**config.mk**
```make
export PLATFORM = sky130hd
export DESIGN_NAME = mb_decoder_seq
export DESIGN_NICKNAME = d
export VERILOG_FILES = /design/src/rtl/mb_decoder_seq.sv
export SDC_FILE = /design/constraint.sdc
export NUM_CORES = 1
export LEC_CHECK = 0
export CORE_UTILIZATION = 50
export DETAILED_ROUTE_END_ITERATION = 7
export MAX_ROUTING_LAYER = met4
export PLACE_DENSITY = 0.76
export RECOVER_POWER = 50
export SLEW_MARGIN = 25
export SYNTH_ARGS = -nofsm -noshare
export SYNTH_HDL_FRONTEND = slang
export SYNTH_SLANG_ARGS = --single-unit
```
**constraint.sdc**
```tcl
create_clock -name clk -period 3.85 [get_ports clk]
set_input_delay 0.5775 -clock clk [delete_from_list [all_inputs] [get_ports clk]]
set_output_delay 0.5775 -clock clk [all_outputs]
set_load 0.005 [all_outputs]
```
**src/rtl/mb_decoder_seq.sv**
```systemverilog
// Iterative Modified-Booth (radix-4) to two's-complement decoder.
// Consumes DPC digits per clock, MSB-first, accumulating by Horner's rule.
module mb_decoder_seq #(
    parameter int DIGITS = 16,
    parameter int DPC    = 1
) (
    input  logic                clk,
    input  logic                rst_n,
    input  logic                in_valid,
    output logic                in_ready,
    input  logic [DIGITS-1:0]   sign,
    input  logic [DIGITS-1:0]   one,
    input  logic [DIGITS-1:0]   two,
    output logic                out_valid,
    input  logic                out_ready,
    output logic [2*DIGITS-1:0] result,
    output logic                err_digit,
    output logic                overflow
);
    localparam int WIDTH = 2 * DIGITS;
    localparam int STEPS = DIGITS / DPC;
    localparam int CW    = $clog2(STEPS + 1);

    // Handshakes: a word moves on any rising edge where valid and ready are both high;
    // valid holds its payload until then, and ready never depends on valid.
    typedef enum logic [1:0] {IDLE, RUN, DONE} state_t;
    state_t state;

    logic [DIGITS-1:0]      sh_sign, sh_one, sh_two;
    logic signed [WIDTH+1:0] acc, acc_next, digsum, dv;
    logic [1:0]             mag;
    logic [CW-1:0]          cnt;
    logic                   err, err_now, ovf_next;

    always_comb begin
        digsum  = '0;
        err_now = 1'b0;
        mag     = 2'd0;
        dv      = '0;
        for (int k = 0; k < DPC; k++) begin
            mag = sh_two[DIGITS-1-k] ? 2'd2 : (sh_one[DIGITS-1-k] ? 2'd1 : 2'd0);
            // one=two=1 is not a legal digit: it contributes nothing but taints the word
            if (sh_one[DIGITS-1-k] && sh_two[DIGITS-1-k]) begin
                mag     = 2'd0;
                err_now = 1'b1;
            end
            dv = {{WIDTH{1'b0}}, mag};
            if (sh_sign[DIGITS-1-k])
                dv = -dv;
            digsum = digsum + (dv <<< (2 * (DPC - 1 - k)));
        end
        acc_next = (acc <<< (2 * DPC)) + digsum;
        // representable as WIDTH-bit signed iff the top three bits agree
        ovf_next = !((acc_next[WIDTH+1:WIDTH-1] == 3'b000) ||
                     (acc_next[WIDTH+1:WIDTH-1] == 3'b111));
    end

    always_ff @(posedge clk or negedge rst_n) begin
        if (!rst_n) begin
            state     <= IDLE;
            in_ready  <= 1'b1;
            out_valid <= 1'b0;
            result    <= '0;
            err_digit <= 1'b0;
            overflow  <= 1'b0;
            acc       <= '0;
            err       <= 1'b0;
            cnt       <= '0;
            sh_sign   <= '0;
            sh_one    <= '0;
            sh_two    <= '0;
        end else begin
            case (state)
                IDLE: begin
                    if (in_valid) begin
                        sh_sign  <= sign;
                        sh_one   <= one;
                        sh_two   <= two;
                        acc      <= '0;
                        err      <= 1'b0;
                        cnt      <= CW'(STEPS);
                        in_ready <= 1'b0;
                        state    <= RUN;
                    end
                end
                RUN: begin
                    acc     <= acc_next;
                    err     <= err | err_now;
                    sh_sign <= sh_sign << DPC;
                    sh_one  <= sh_one << DPC;
                    sh_two  <= sh_two << DPC;
                    cnt     <= cnt - 1'b1;
                    if (cnt == CW'(1)) begin
                        result    <= acc_next[WIDTH-1:0];
                        err_digit <= err | err_now;
                        overflow  <= ovf_next;
                        out_valid <= 1'b1;
                        state     <= DONE;
                    end
                end
                DONE: begin
                    if (out_ready) begin
                        out_valid <= 1'b0;
                        in_ready  <= 1'b1;
                        state     <= IDLE;
                    end
                end
                default: begin
                    state     <= IDLE;
                    in_ready  <= 1'b1;
                    out_valid <= 1'b0;
                end
            endcase
        end
    end
endmodule

```
==> impl_metrics.env, run 1 <==
export IMPL_synthAdderAreaFrac=0.0678
export IMPL_synth_async_reset_ratio=1.00
export IMPL_synth_compound_area_frac=0.238
export IMPL_cts_sinks=124
export IMPL_clock_skew_final_ns=0.00647
export IMPL_grt_pass1_wl_mm=28.4
export IMPL_setup_slack_ns=0.228
export IMPL_criticalPathCategory="flop to flop"
export IMPL_leakagePower_nw=4.00
export IMPL_core_area_sq_mm=0.0134
export IMPL_drive_above_1_share=0.135
export IMPL_yosys_area_share_simple=0.116
export IMPL_pre_cts_slack_ns=-0.0408
export IMPL_portBuffers=87
export IMPL_clk_latency_ns=0.42
export IMPL_fin_util=0.652
export IMPL_worstPathArrival_ns=3.92
export IMPL_crit_chain="ha_1, nand2b_4, clkinvlp_4, buf_4, ha_1, o21ai_0, o21bai_1, a211oi_2, o21ai_1, and3_1, nor3_2, o21bai_1, buf_4, a21oi_1, xnor2_1, mux2_2"
export IMPL_antenna_found_initial=0
export IMPL_synth_avg_cell_area_sq_um=9.92
export IMPL_globalplace_congestion=0.893
export IMPL_status="finished, violations left"
export IMPL_cts_buffers_inserted=17
export IMPL_synth_top_area_cell="dfrtp_1"
export IMPL_yosysSeqAreaShare=0.448
export IMPL_nets=878
export IMPL_ys_types=57
export IMPL_cts_path_max_buffers=2
export IMPL_slowest_delay_ns=0.39
export IMPL_syn_nets=788
export IMPL_cts_tree="done"
export IMPL_dp_cells=939
export IMPL_synthXorXnorAreaFrac=0.0366
export IMPL_die_x_microns=120
export IMPL_drtIter0Drc=359
export IMPL_final_hold_viol_count=0
export IMPL_routedWlPerCell_microns=17.3
export IMPL_gr_total_overflow=0
export IMPL_ys_flop_type="dfrtp_1"
export IMPL_crit_family="compound AO/OA/AOI/OAI gates"
export IMPL_synth_common_cells="dfrtp_1 (123), o21ai_0 (71), a21oi_1 (70)"
export IMPL_yosys_top_cells_area="dfrtp_1 (44%), ha_1 (6.5%), o21ai_0 (5.1%), a21oi_1 (5.1%), mux2_2 (4.4%)"
export IMPL_relSlewSlack=-0.636
export IMPL_die_h_microns=120
export IMPL_worstSetupEndpointType="flop"
export IMPL_drc=0
export IMPL_synthCells=699
export IMPL_violations="capacitance limit, slew limit"
export IMPL_ioPinCount=88
export IMPL_vias=5747
export IMPL_cts_htree_levels=4
export IMPL_initial_core_util=0.517
export IMPL_ys_seq_elements=124
export IMPL_clkTransAtPathRegs_ns=0.05
export IMPL_synth_mux_area_frac=0.0612
export IMPL_num_rows=42
export IMPL_first_global_vias=5745
export IMPL_layout_cells_non_filler=976
export IMPL_dpl_hpwl_mm=11.6
export IMPL_grt_use_total=0.258
export IMPL_syn2layout_area_growth_pct=26.0
export IMPL_drv_cap=2
export IMPL_period_share=0.941
export IMPL_crit_slowest_cell="dfrtp_1"
export IMPL_cts_root_buf="clkbuf_16"
export IMPL_irDropWorstVdd_uv=493
export IMPL_min_path_type="flop to flop"
export IMPL_period_needed_ns=3.62
export IMPL_startpoint_type="flop"
export IMPL_holdWs_ns=0.482
export IMPL_fmax_mhz=276
export IMPL_synth_top_area_share=0.444
export IMPL_grt_max_degree=82
export IMPL_wirelength_mm=16.9
export IMPL_yosysWarningCount=0
export IMPL_tightest_slew_ns=2.45
export IMPL_drv_slew=81
export IMPL_finalSetupViolCount=0
export IMPL_synth_area_sq_mm=0.00693
export IMPL_power_density_mw_per_mm2=881
export IMPL_crit_required_ns=4.15
export IMPL_num_antenna_cells=0
export IMPL_vias_per_cell=5.89
export IMPL_crit_fanout=6
export IMPL_cp_num_buf_inv=3
export IMPL_dieArea_sq_mm=0.0143
export IMPL_power_mw=7.70
export IMPL_synth_edf_count=0
export IMPL_drtPass1Iterations=5
export IMPL_synthMostInstantiatedCell="dfrtp_1"
export IMPL_synth_top_family_by_area="compound AO/OA/AOI/OAI gates"
export IMPL_final_antenna_net_count=0
repair_timing:
action                     4_1_cts  5_1_grt
hold endpoints to repair         0        0
hold buffers                     0        0
pin swaps                        0        5
gates cloned                     0        1
resized for setup                1       13
setup endpoints to repair        1       10
setup buffers                    0        6
worst paths after layout:
check / start / cells past startpoint / end / slack (ns)
max in group asynchronous: rst_n / 1 / result[30] / 1.54
min in group asynchronous: rst_n / 1 / result[18] / 0.91
worst min register to register: sh_two[7] / 2 / sh_two[7] / 0.48
worst max register to register: sh_two[15] / 16 / result[28] / 0.23
worst max-delay path: sh_two[15] / 16 / result[28] / 0.23
worst min-delay path: sh_two[7] / 2 / sh_two[7] / 0.48
power breakdown:
| group | switching, mW | internal (mW) |
|---|---|---|
| logic | 2.02 | 1.79 |
| clock network | 0.559 | 1.07 |
| registers | 0.374 | 1.88 |
tightest hold or removal path, delay by kind of cell, from the launching register on:
kind,cells,cell delay (ns)
and+or+nand+nor,1,0.05
AOI/OAI and AO/OA,1,0.06
DFF,1,0.34
logic make-up (layout without fill, tap and decap cells):
logic type                 after synthesis  in the layout
and+or+nand+nor                        149            149
xor gates and xnor gates                29             29
buffers and inverters                   60            161
AOI/OAI and AO/OA                      261            261
DFF                                    124            124
muxes                                   39             39
adders and majority gates               37             37
routing by layer:
layer  wire [microns]  up-vias  track usage
met5                0        -            -
met4              361        0       0.0969
met3              741       29       0.0528
met2             8220      146        0.402
met1             7600     2838        0.334
li1                 -     2734            -
registers in the layout, indices dropped and copies added, names as in the netlist:
| signal | cells |
|---|---|
| overflow | 1 |
| result | 32 |
| state | 2 |
| acc | 32 |
| err | 1 |
| in_ready | 1 |
| err_digit | 1 |
| cnt | 5 |
| sh_one | 16 |
| sh_sign | 16 |
| sh_two | 16 |
| out_valid | 1 |
layout make-up:
| cell class | count | area [sq um] |
|---|---|---|
| flip-flops and latches | 124 | 3100 |
| repair buffers | 115 | 1090 |
| well taps | 176 | 220 |
| inverters | 15 | 60.1 |
| clock buffers | 22 | 484 |
| multi-input cells | 515 | 3660 |
| clock inverters | 8 | 115 |
| repair inverters | 1 | 7.51 |
| fillers | 1076 | 4660 |
stage by stage:
step | setup TNS, ns | cell area, sq um
CTS | 0 | 8660
finish | 0 | 8740
detailed placement | -0.0408 | 8050
global route | -0.0147 | 8740
global placement | 0 | 8050
floorplan | 0 | 6940
layout by cell type (no fill, tap or decap), drive strengths merged, types with 5 or more instances in the layout:
cell / netlist / layout
ha: 36 / 36
nor2: 23 / 23
nand2: 45 / 45
dlygate4sd3: 0 / 12
o21ai: 78 / 78
a22o: 30 / 30
nor3: 6 / 6
clkinv: 0 / 5
buf: 7 / 28
o21bai: 5 / 5
nand4: 6 / 6
mux2i: 12 / 12
nand3: 5 / 5
dfrtp: 123 / 123
inv: 15 / 14
nand2b: 8 / 8
xnor2: 20 / 20
clkbuf: 38 / 23
nor2b: 38 / 38
a21oi: 71 / 71
a211oi: 5 / 5
xor2: 9 / 9
mux2: 27 / 27
a22oi: 34 / 34
a21o: 15 / 15
clkdlybuf4s50: 0 / 74
Power figures use the tool's default switching activity.
==> run 2, diff against run 1 <==
Settings changed: PLACE_DENSITY 0.76 to 0.81, SKIP_LAST_GASP set to 1.
==> impl_metrics.env, run 2 (synthesized netlist as in run 1, its figures left out) <==
export IMPL_portBuffers=87
export IMPL_crit_required_ns=4.13
export IMPL_crit_family="compound AO/OA/AOI/OAI gates"
export IMPL_grt_util_met2=0.380
export IMPL_dp_cells=931
export IMPL_top_regs="acc x32, result x32"
export IMPL_syn2layout_area_growth_pct=24.0
export IMPL_crit_start="sh_two[15]"
export IMPL_dpl_hpwl_mm=10.8
export IMPL_mostFrequentLayoutCells="dfrtp_1 (123), clkdlybuf4s50_1 (72), o21ai_0 (71)"
export IMPL_worstSetupEndpointType="flop"
export IMPL_clk_latency_ns=0.43
export IMPL_startpoint_type="flop"
export IMPL_final_area_sq_mm=0.00860
export IMPL_power_density_mw_per_mm2=868
export IMPL_leakagePower_nw=3.91
export IMPL_cts_root_buf="clkbuf_16"
export IMPL_drtPass1Iterations=5
export IMPL_fin_util=0.642
export IMPL_clkTransAtPathRegs_ns=0.05
export IMPL_p_int_mw=4.58
export IMPL_use_met3=0.0651
export IMPL_tns_ns=0
export IMPL_cts_buffers_inserted=17
export IMPL_num_rows=42
export IMPL_hold_path_depth=2
export IMPL_pwr_share_clk=0.216
export IMPL_rr_startpoint="sh_two[15]"
export IMPL_fmax_mhz=274
export IMPL_pre_cts_slack_ns=0.110
export IMPL_cts_path_max_buffers=2
export IMPL_tightest_slew_ns=2.03
export IMPL_routedWlPerCell_microns=16.5
export IMPL_drive_above_1_share=0.113
export IMPL_relSlewSlack=-0.357
export IMPL_gr_total_overflow=0
export IMPL_grt_use_met1=0.303
export IMPL_seq_power_share=0.300
export IMPL_layout_cells_non_filler=963
export IMPL_grt_max_degree=75
export IMPL_holdPathEnd="result[10]"
export IMPL_dieArea_sq_mm=0.0143
export IMPL_final_antenna_net_count=0
export IMPL_grt_pass1_wl_mm=26.7
export IMPL_r2r_setup_slack_ns=0.19
export IMPL_rr_worst_depth=15
export IMPL_holdBufCountCts=0
export IMPL_crit_fanout=31
export IMPL_p_switching_mw=2.89
export IMPL_worstPathArrival_ns=3.94
export IMPL_grt_use_total=0.242
export IMPL_initial_core_util=0.517
export IMPL_globalplace_congestion=0.885
export IMPL_cts_sinks=124
export IMPL_final_common_cell="dfrtp_1"
export IMPL_irDropWorstVdd_uv=446
export IMPL_violations="capacitance limit, slew limit"
export IMPL_busiest_layer="met2"
export IMPL_comb_power_share=0.485
export IMPL_criticalPathCategory="flop to flop"
export IMPL_drv_slew=126
export IMPL_rr_endpoint="result[30]"
export IMPL_final_hold_viol_count=0
export IMPL_holdWs_ns=0.482
export IMPL_setup_slack_ns=0.195
export IMPL_wirelength_mm=15.9
export IMPL_die_x_microns=120
export IMPL_drtIter0Drc=418
export IMPL_core_area_sq_mm=0.0134
export IMPL_die_h_microns=120
export IMPL_sw_frac_of_total=0.387
export IMPL_drv_cap=3
export IMPL_crit_slowest_cell="dfrtp_1"
export IMPL_nets=864
export IMPL_cts_htree_levels=4
export IMPL_drc=0
export IMPL_num_antenna_cells=0
export IMPL_first_global_vias=5553
export IMPL_crit_chain="ha_1, nand2b_1, clkinvlp_4, buf_12, ha_1, a211oi_1, o21bai_1, a211oi_1, o21ai_1, and3_1, nor3_4, o21bai_2, a31oi_2, mux2i_1, o211ai_1"
export IMPL_ioPinCount=88
export IMPL_worstHoldStart="result[10]"
export IMPL_cts_tree="done"
export IMPL_slowest_delay_ns=0.41
export IMPL_status="finished, violations left"
export IMPL_cp_num_buf_inv=2
export IMPL_finalSetupViolCount=0
export IMPL_vias=5618
export IMPL_clock_skew_final_ns=0.0150
export IMPL_min_path_type="flop to flop"
export IMPL_period_share=0.949
export IMPL_vias_per_cell=5.83
export IMPL_place_area_sq_mm=0.00799
export IMPL_period_needed_ns=3.66
export IMPL_antenna_found_initial=0
export IMPL_power_mw=7.47
## run 2: cell count changes in the layout (fill, tap and decap cells not counted), moves of 2 or more
| cell | delta |
|---|---|
| a2111oi_2 | -2 |
| buf_4 | -16 |
| clkbuf_1 | +2 |
| clkbuf_2 | +2 |
| clkbuf_8 | -3 |
| clkdlybuf4s50_1 | -2 |
| clkinv_2 | -2 |
| clkinv_4 | +2 |
| clkinvlp_4 | +2 |
| dlygate4sd3_1 | +2 |
## run 2: what timing repair did
item | in CTS | in global routing
gates resized for setup | 0 | 7
setup buffers | 0 | 1
setup endpoints to repair | 0 | 5
endpoints found under the hold margin | 0 | 0
## run 2: final cells by class
class / instances / area [sq um]
Fill cell: 1081 / 4800
Multi-Input combinational cell: 515 / 3640
Sequential cell: 124 / 3100
Timing Repair Buffer: 102 / 981
Clock buffer: 20 / 447
Tap cell: 176 / 220
Clock inverter: 11 / 145
Inverter: 15 / 60.1
## run 2: power groups by stage
stage / combinational, mW / clock, mW / sequential [mW]
after global routing: 4.00 / 1.70 / 2.30
after CTS: 3.63 / 1.64 / 2.24
final: 3.62 / 1.61 / 2.24
after global placement: 3.47 / 0 / 2.23
after floorplan: 2.55 / 0 / 2.17
after detailed placement: 3.61 / 0 / 2.25
## run 2: worst min-delay path, cell delays in order (launching register included)
cell	delay, ns
dfrtp_1	0.34
nand2_1	0.05
o21ai_0	0.06
## run 2: how the worst max path moves through the flow
stage,slack (ns),cells past startpoint,end
after floorplan,0.14,17,acc[30]
after global placement,0.25,17,acc[30]
after detailed placement,0.11,16,result[30]
after CTS,0.08,16,result[30]
after global routing,-0.009,17,acc[30]
final,0.19,15,result[30]
## run 2: layer usage
layer,up-vias,part of all wire
met1,2736,0.45
li1,2704,-
met5,-,0
met2,150,0.48
met4,0,0.016
met3,28,0.048
==> run 3, diff against run 2 <==
Settings changed: SLEW_MARGIN 25 to 0.
==> results of run 3 <==
No change in the layout: final DEF, timing and power equal those of run 2.
